### config.mk
export PLATFORM = sky130hd
export DESIGN_NAME = mu0_phase_sequencer
export DESIGN_NICKNAME = d
export VERILOG_FILES = /design/src/rtl/mu0_seq_pkg.sv /design/src/rtl/mu0_ext_watchdog.sv /design/src/rtl/mu0_phase_sequencer.sv
export SDC_FILE = /design/constraint.sdc
export NUM_CORES = 1
export LEC_CHECK = 0
export BUFFER_PORTS_ARGS = -buffer_cell sky130_fd_sc_hd__buf_2
export CORE_MARGIN = 2
export CORE_UTILIZATION = 59
export CTS_BUF_LIST = sky130_fd_sc_hd__clkbuf_4
export CTS_CLUSTER_DIAMETER = 40
export DETAILED_ROUTE_END_ITERATION = 12
export PLACE_DENSITY = 0.85
export REMOVE_ABC_BUFFERS = 1
export SETUP_SLACK_MARGIN = 0.02
export SYNTH_ARGS = -nofsm -noshare
export SYNTH_HDL_FRONTEND = slang
export SYNTH_SLANG_ARGS = --single-unit
### constraint.sdc
create_clock -name clk -period 3.9 [get_ports clk]
set_clock_uncertainty 0.15 [all_clocks]
set_input_delay 0.195 -clock clk [delete_from_list [all_inputs] [get_ports clk]]
set_output_delay 0.195 -clock clk [all_outputs]
set_load 0.1 [all_outputs]
### src/rtl/mu0_seq_pkg.sv
// Shared constants for the MU0 phase sequencer: state codes, opcodes,
// extension-select codes and the default extension watchdog limit.
package mu0_seq_pkg;

  typedef logic [2:0] state_t;

  localparam state_t ST_HALT     = 3'd0;
  localparam state_t ST_FETCH    = 3'd1;
  localparam state_t ST_EXEC1    = 3'd2;
  localparam state_t ST_EXEC2    = 3'd3;
  localparam state_t ST_EXT_WAIT = 3'd4;

  localparam logic [3:0] OP_STP = 4'b0111;

  localparam logic [1:0] EXT_SEL_NONE = 2'b00;
  localparam logic [1:0] EXT_SEL_FBC  = 2'b01;
  localparam logic [1:0] EXT_SEL_RND  = 2'b10;
  localparam logic [1:0] EXT_SEL_LNK  = 2'b11;

  localparam int EXT_TIMEOUT_DEF = 200;

  // FBC wins over RND, RND over LNK
  function automatic logic [1:0] ext_pick(
    input logic fbc,
    input logic rnd,
    input logic lnk
  );
    logic [1:0] sel;
    sel = EXT_SEL_NONE;
    if (fbc)      sel = EXT_SEL_FBC;
    else if (rnd) sel = EXT_SEL_RND;
    else if (lnk) sel = EXT_SEL_LNK;
    return sel;
  endfunction

endpackage

### src/rtl/mu0_ext_watchdog.sv
// Extension watchdog: counts cycles while enabled and flags expiry
// when the count reaches EXT_TIMEOUT-1.
import mu0_seq_pkg::*;

module mu0_ext_watchdog #(
  parameter int TMO_W       = 8,
  parameter int EXT_TIMEOUT = EXT_TIMEOUT_DEF
) (
  input  logic clk,
  input  logic reset,
  input  logic clear,
  input  logic enable,
  output logic expired
);

  localparam logic [TMO_W-1:0] LIMIT = TMO_W'(EXT_TIMEOUT - 1);

  logic [TMO_W-1:0] cnt;

  always_ff @(posedge clk) begin
    if (reset || clear) cnt <= '0;
    else if (enable)    cnt <= cnt + 1'b1;
  end

  assign expired = enable && (cnt == LIMIT);

endmodule

### src/rtl/mu0_phase_sequencer.sv
// MU0 Fetch/Exec1/Exec2 phase controller with extension handshake.
// Define MU0_SINGLE_STEP_EN to gate FETCH->EXEC1 on the step input.
import mu0_seq_pkg::*;

module mu0_phase_sequencer #(
  parameter int CNT_W       = 16,
  parameter int TMO_W       = 8,
  parameter int EXT_TIMEOUT = EXT_TIMEOUT_DEF
) (
  input  logic             clk,
  input  logic             reset,
  input  logic             go,
  input  logic [3:0]       op,
  input  logic             extra,
  input  logic             fbc_check,
  input  logic             rnd_check,
  input  logic             lnk_check,
  input  logic             ext_done,
  input  logic             step,
  output logic             fetch,
  output logic             exec1,
  output logic             exec2,
  output logic             ext_req,
  output logic [1:0]       ext_sel,
  output logic             halted,
  output logic             timeout_err,
  output logic [CNT_W-1:0] instr_cnt
);

  state_t state;
  state_t nxt;
  logic   expired;
  logic   any_check;
  logic   retire;

  assign any_check = fbc_check | rnd_check | lnk_check;

`ifndef MU0_SINGLE_STEP_EN
  logic unused_step;
  assign unused_step = step;
`endif

  mu0_ext_watchdog #(
    .TMO_W       (TMO_W),
    .EXT_TIMEOUT (EXT_TIMEOUT)
  ) u_wdog (
    .clk     (clk),
    .reset   (reset),
    .clear   (state != ST_EXT_WAIT),
    .enable  (state == ST_EXT_WAIT),
    .expired (expired)
  );

  always_comb begin
    nxt = state;
    unique case (state)
      ST_HALT: begin
        if (go) nxt = ST_FETCH;
      end
      ST_FETCH: begin
`ifdef MU0_SINGLE_STEP_EN
        if (step) nxt = ST_EXEC1;
`else
        nxt = ST_EXEC1;
`endif
      end
      ST_EXEC1: begin
        if (op == OP_STP)   nxt = ST_HALT;
        else if (any_check) nxt = ST_EXT_WAIT;
        else if (extra)     nxt = ST_EXEC2;
        else                nxt = ST_FETCH;
      end
      ST_EXEC2: nxt = ST_FETCH;
      ST_EXT_WAIT: begin
        // a done arriving on the expiry cycle still completes normally
        if (ext_done)     nxt = ST_FETCH;
        else if (expired) nxt = ST_HALT;
      end
      default: nxt = ST_HALT;
    endcase
  end

  assign retire = (nxt == ST_FETCH) &&
                  ((state == ST_EXEC1) ||
                   (state == ST_EXEC2) ||
                   (state == ST_EXT_WAIT));

  always_ff @(posedge clk) begin
    if (reset) begin
      state       <= ST_HALT;
      ext_sel     <= EXT_SEL_NONE;
      timeout_err <= 1'b0;
      instr_cnt   <= '0;
    end else begin
      state <= nxt;
      if (state == ST_EXEC1 && nxt == ST_EXT_WAIT)
        ext_sel <= ext_pick(fbc_check, rnd_check, lnk_check);
      else if (nxt != ST_EXT_WAIT)
        ext_sel <= EXT_SEL_NONE;
      if (state == ST_HALT && go)
        timeout_err <= 1'b0;
      else if (state == ST_EXT_WAIT && nxt == ST_HALT)
        timeout_err <= 1'b1;
      if (retire && (instr_cnt != '1))
        instr_cnt <= instr_cnt + 1'b1;
    end
  end

  assign fetch   = (state == ST_FETCH);
  assign exec1   = (state == ST_EXEC1);
  assign exec2   = (state == ST_EXEC2);
  assign ext_req = (state == ST_EXT_WAIT);
  assign halted  = (state == ST_HALT);

endmodule
==> impl_metrics.py <==
metrics = {
    "status": {
        "status": "finished clean",
    },
    "worst_setup_path": {
        "crit_path_max_incr_delay_ps": 680,
        "critical_path.top_delay_family": "compound AO/OA/AOI/OAI gates",
        "worst_r2r_endpoint": "instr_cnt[6]$_SDFFE_PP0P_",
        "number_of_cells_traversed_by_the_worst_register_to_register_path": 7,
        "cp_data_required_time_ps": 3970,
        "timing.reg2reg.setup_slack_ps": 1390,
        "worst-path-buf-inv": 1,
        "timing.critical_path.to_type": "flip-flop",
        "timing.critical_path.from_type": "flip-flop",
        "timing_worst_setup_path_type": "reg -> reg",
        "timing.rr.start": "state[0]$_SDFF_PP0_",
        "path_cells": "nor2_2 > nand2_1 > inv_2 > a22o_1 > o21ai_2 > nor4_1 > mux2_1",
        "worst-path-max-fanout": 26,
        "timing.critical_path.slowest_stage_cell": "sky130_fd_sc_hd__o21ai_2",
        "timing.critical_path.arrival_ps": 2590,
    },
    "global_route": {
        "grt.overflow.total": 0,
        "first_global_vias": 1312,
        "grt_pass1_wl_um": 5310,
        "grt_start_max_net_pins": 28,
        "grtUsageTotal_pct": 24.8,
        "grt_antenna_before_repair": 0,
    },
    "yosys": {
        "synth_compound_area_share_pct": 19.0,
        "synthDominantAreaCellType": "sky130_fd_sc_hd__dfxtp_1",
        "synth_top_family_by_area": "simple AND/OR/NAND/NOR gates",
        "yosysSeqAreaShare_pct": 40.0,
        "synth-xor-area-share_pct": 3.50,
        "yosysTopAreaCellShare_pct": 40.0,
        "synthMuxAreaShare_pct": 2.17,
        "postSynthCellCount": 176,
        "synthesis.area_per_instance_um2": 8.53,
        "postSynthRegisterBits": 30,
        "leading_post_synthesis_cells_by_cell_area": "sky130_fd_sc_hd__dfxtp_1 (40%), sky130_fd_sc_hd__nor2_1 (5.0%), sky130_fd_sc_hd__a21oi_1 (4.7%), sky130_fd_sc_hd__o31ai_1 (4.0%), sky130_fd_sc_hd__or4_1 (4.0%)",
        "post_synth_fa_ha_maj_area_fraction_pct": 1.67,
        "post_synth_and_or_nand_nor_area_fraction_pct": 29.8,
        "synthDistinctLibCells": 46,
        "synth.cell_area_um2": 1500,
        "ys.warnings.count": 0,
    },
    "placement": {
        "numPortBuffers": 35,
        "routabilityCongestion": 0.834,
        "dpl.hpwl_um": 2450,
    },
    "drt": {
        "post-route-drc-count": 0,
        "detail_route.wirelength_um": 3310,
        "drt_first_iter_violations": 28,
        "detail_route.vias_per_cell": 5.96,
        "route.detailed.wl_per_inst_um": 13.7,
        "num_vias": 1443,
        "drt_first_pass_iters": 4,
        "drt.antenna.violating_nets": 0,
    },
    "clock_network": {
        "cts_tree": "done",
        "clock_buffer_count_from_cts": 5,
        "cts_root_buffer": "sky130_fd_sc_hd__clkbuf_4",
        "cts_setup_buffers": 0,
        "clkSlewWorstSetupHoldPaths_ps": 90,
        "cts_hold_repair_buffers": 0,
        "cts_htree_levels": 2,
        "cts.sinks": 30,
        "clock_insertion_delay_worst_skew_ps": 330,
        "cts_resized": 0,
        "clockBufferDepth": 2,
    },
    "floorplanning": {
        "total_die_area_um2": 2960,
        "initial_core_util_pct": 61.2,
        "die_width_um": 54.4,
        "die_height_um": 54.4,
        "io-pin-count": 37,
        "design.core.area_um2": 2450,
        "rows": 18,
    },
    "cells_and_area": {
        "layout-drive-gt1-share_pct": 21.2,
        "antenna_cells_inserted": 0,
        "final_net_count": 226,
        "fill_cells": 200,
        "syn2layout_area_growth_pct": 15.0,
    },
    "sta": {
        "period_utilisation_layout_pct": 64.4,
        "slew_headroom_pct": 41.5,
        "hold_slack_ps": 90.7,
        "period_minus_slack_ps": 2510,
        "final_hold_viol_count": 0,
        "grt_setup_unrepaired": "false",
        "worst-slew-pin-transition_ps": 877,
        "timing.setup.tns_ps": 0,
        "maxSlewViolCount": 0,
        "finalSetupViolations": 0,
        "clock.fmax_mhz": 398,
    },
    "hold_path": {
        "worst_hold_path.endpoint": "ext_sel[0]$_SDFFE_PP0P_",
        "worstHoldStart": "fbc_check",
        "hold-path-cell-count": 3,
        "min_path_type": "in -> reg",
    },
    "power_and_ir_drop": {
        "max-vdd-ir-drop_mv": 0.248,
        "total_leakage_power_uw": 0.000667,
        "power.density_nw_per_um2": 317,
    },
    "run": {
        "max_cap_viol_count": 0,
    },
}
==> how the worst max path moves through the flow <==
stage | slack (ps) | endpoint | start | depth (start not counted)
floorplan | 750 | state[1]$_SDFF_PP0_ | state[0]$_SDFF_PP0_ | 3
global placement | 1540 | instr_cnt[6]$_SDFFE_PP0P_ | state[0]$_SDFF_PP0_ | 7
detailed placement | 1390 | instr_cnt[6]$_SDFFE_PP0P_ | state[0]$_SDFF_PP0_ | 7
CTS | 1380 | instr_cnt[6]$_SDFFE_PP0P_ | state[0]$_SDFF_PP0_ | 7
global route | 1200 | instr_cnt[6]$_SDFFE_PP0P_ | state[0]$_SDFF_PP0_ | 7
finish | 1390 | instr_cnt[6]$_SDFFE_PP0P_ | state[0]$_SDFF_PP0_ | 7
==> through the flow <==
stage	worst slack (ps)	std cells	utilization, %	total power [µW]	instance area, µm²
after floorplan	750	169	-	367	1470
after global placement	1540	234	68.3	383	1680
after detailed placement	1390	234	68.3	386	1680
after CTS	1380	242	70.3	550	1730
after global routing	1200	242	70.3	569	1730
final	1390	242	70.3	547	1730
==> worst min-delay path, stage by stage <==
cell and delay [ps]:
sky130_fd_sc_hd__buf_2 110, sky130_fd_sc_hd__o21ai_0 90, sky130_fd_sc_hd__a21oi_1 140
==> cell usage in the layout, fill, tap and decap left out, types with 4 or more instances in the layout <==
master,Yosys,final
sky130_fd_sc_hd__dfxtp_1,30,30
sky130_fd_sc_hd__nor2_1,20,20
sky130_fd_sc_hd__buf_2,2,35
sky130_fd_sc_hd__or4_1,8,8
sky130_fd_sc_hd__nor3_1,4,4
sky130_fd_sc_hd__clkbuf_4,0,5
sky130_fd_sc_hd__xor2_1,4,4
sky130_fd_sc_hd__nand2_1,7,7
sky130_fd_sc_hd__nand4_1,5,5
sky130_fd_sc_hd__inv_1,5,5
sky130_fd_sc_hd__a21oi_1,14,14
sky130_fd_sc_hd__o31ai_1,8,8
sky130_fd_sc_hd__nor2b_1,5,5
sky130_fd_sc_hd__nand3_1,8,8
==> layer usage <==
metal	global-route usage (%)	wire length, µm	part of all wire [%]	vias up
li1	-	-	-	724
met1	26.9	1380	42	681
met2	44.8	1720	52	32
met3	6.56	157	4.7	6
met4	11.3	47	1.4	0
met5	0	0	0	-
==> cell families (layout without fill, tap and decap cells) <==
group                    Yosys count  after routing
XOR/XNOR                           6              6
multiplexers                       3              3
buffers and inverters             13             49
flip-flops                        30             30
adder cells (fa/ha/maj)            2              2
AND/OR/NAND/NOR                   80             80
AO/OA/AOI/OAI                     42             42
==> sequential cells by signal, indices dropped and copies added (netlist names) <==
name         count
state            3
timeout_err      1
u_wdog.cnt       8
ext_sel          2
instr_cnt       16
==> synthesized netlist by cell type, drive strengths merged <==
cell type  count
and2           3
nor3b          3
a21oi         14
o31a           1
nand4b         1
a22oi          1
buf            4
dfxtp         30
mux2           2
o2111ai        2
nor2b          5
or3b           1
ha             2
nand2b         1
nor3           4
or3            3
or4b           1
a311oi         1
nor2          22
a22o           1
or4            8
o21ba          1
xnor2          2
nand2          7
nand3          8
nor4           3
o41ai          2
xor2           4
a31o           2
and3           3
o31ai          8
o211ai         2
and4           1
and2b          1
mux2i          1
nand4          5
o21bai         1
clkbuf         3
inv            6
o21ai          5
o21a           1
==> final cells by class <==
cell class | count | area, µm² | area share [%]
inverters | 6 | 22.5 | 1.30
flip-flops and latches | 30 | 601 | 34.8
clock buffers | 5 | 37.5 | 2.17
multi-input cells | 133 | 842 | 48.8
well taps | 30 | 37.5 | 2.17
repair buffers | 35 | 175 | 10.1
clock inverters | 3 | 11.3 | 0.652
==> power by group <==
| group | total [µW] | switching, µW | leakage [µW] | internal, µW |
|---|---|---|---|---|
| combinational | 65.4 | 50.7 | 0.000398 | 14.7 |
| clock | 169 | 105 | 0.0000277 | 64.0 |
| sequential | 313 | 4.41 | 0.000242 | 309 |
No activity file was read; power rests on OpenSTA's default activity.
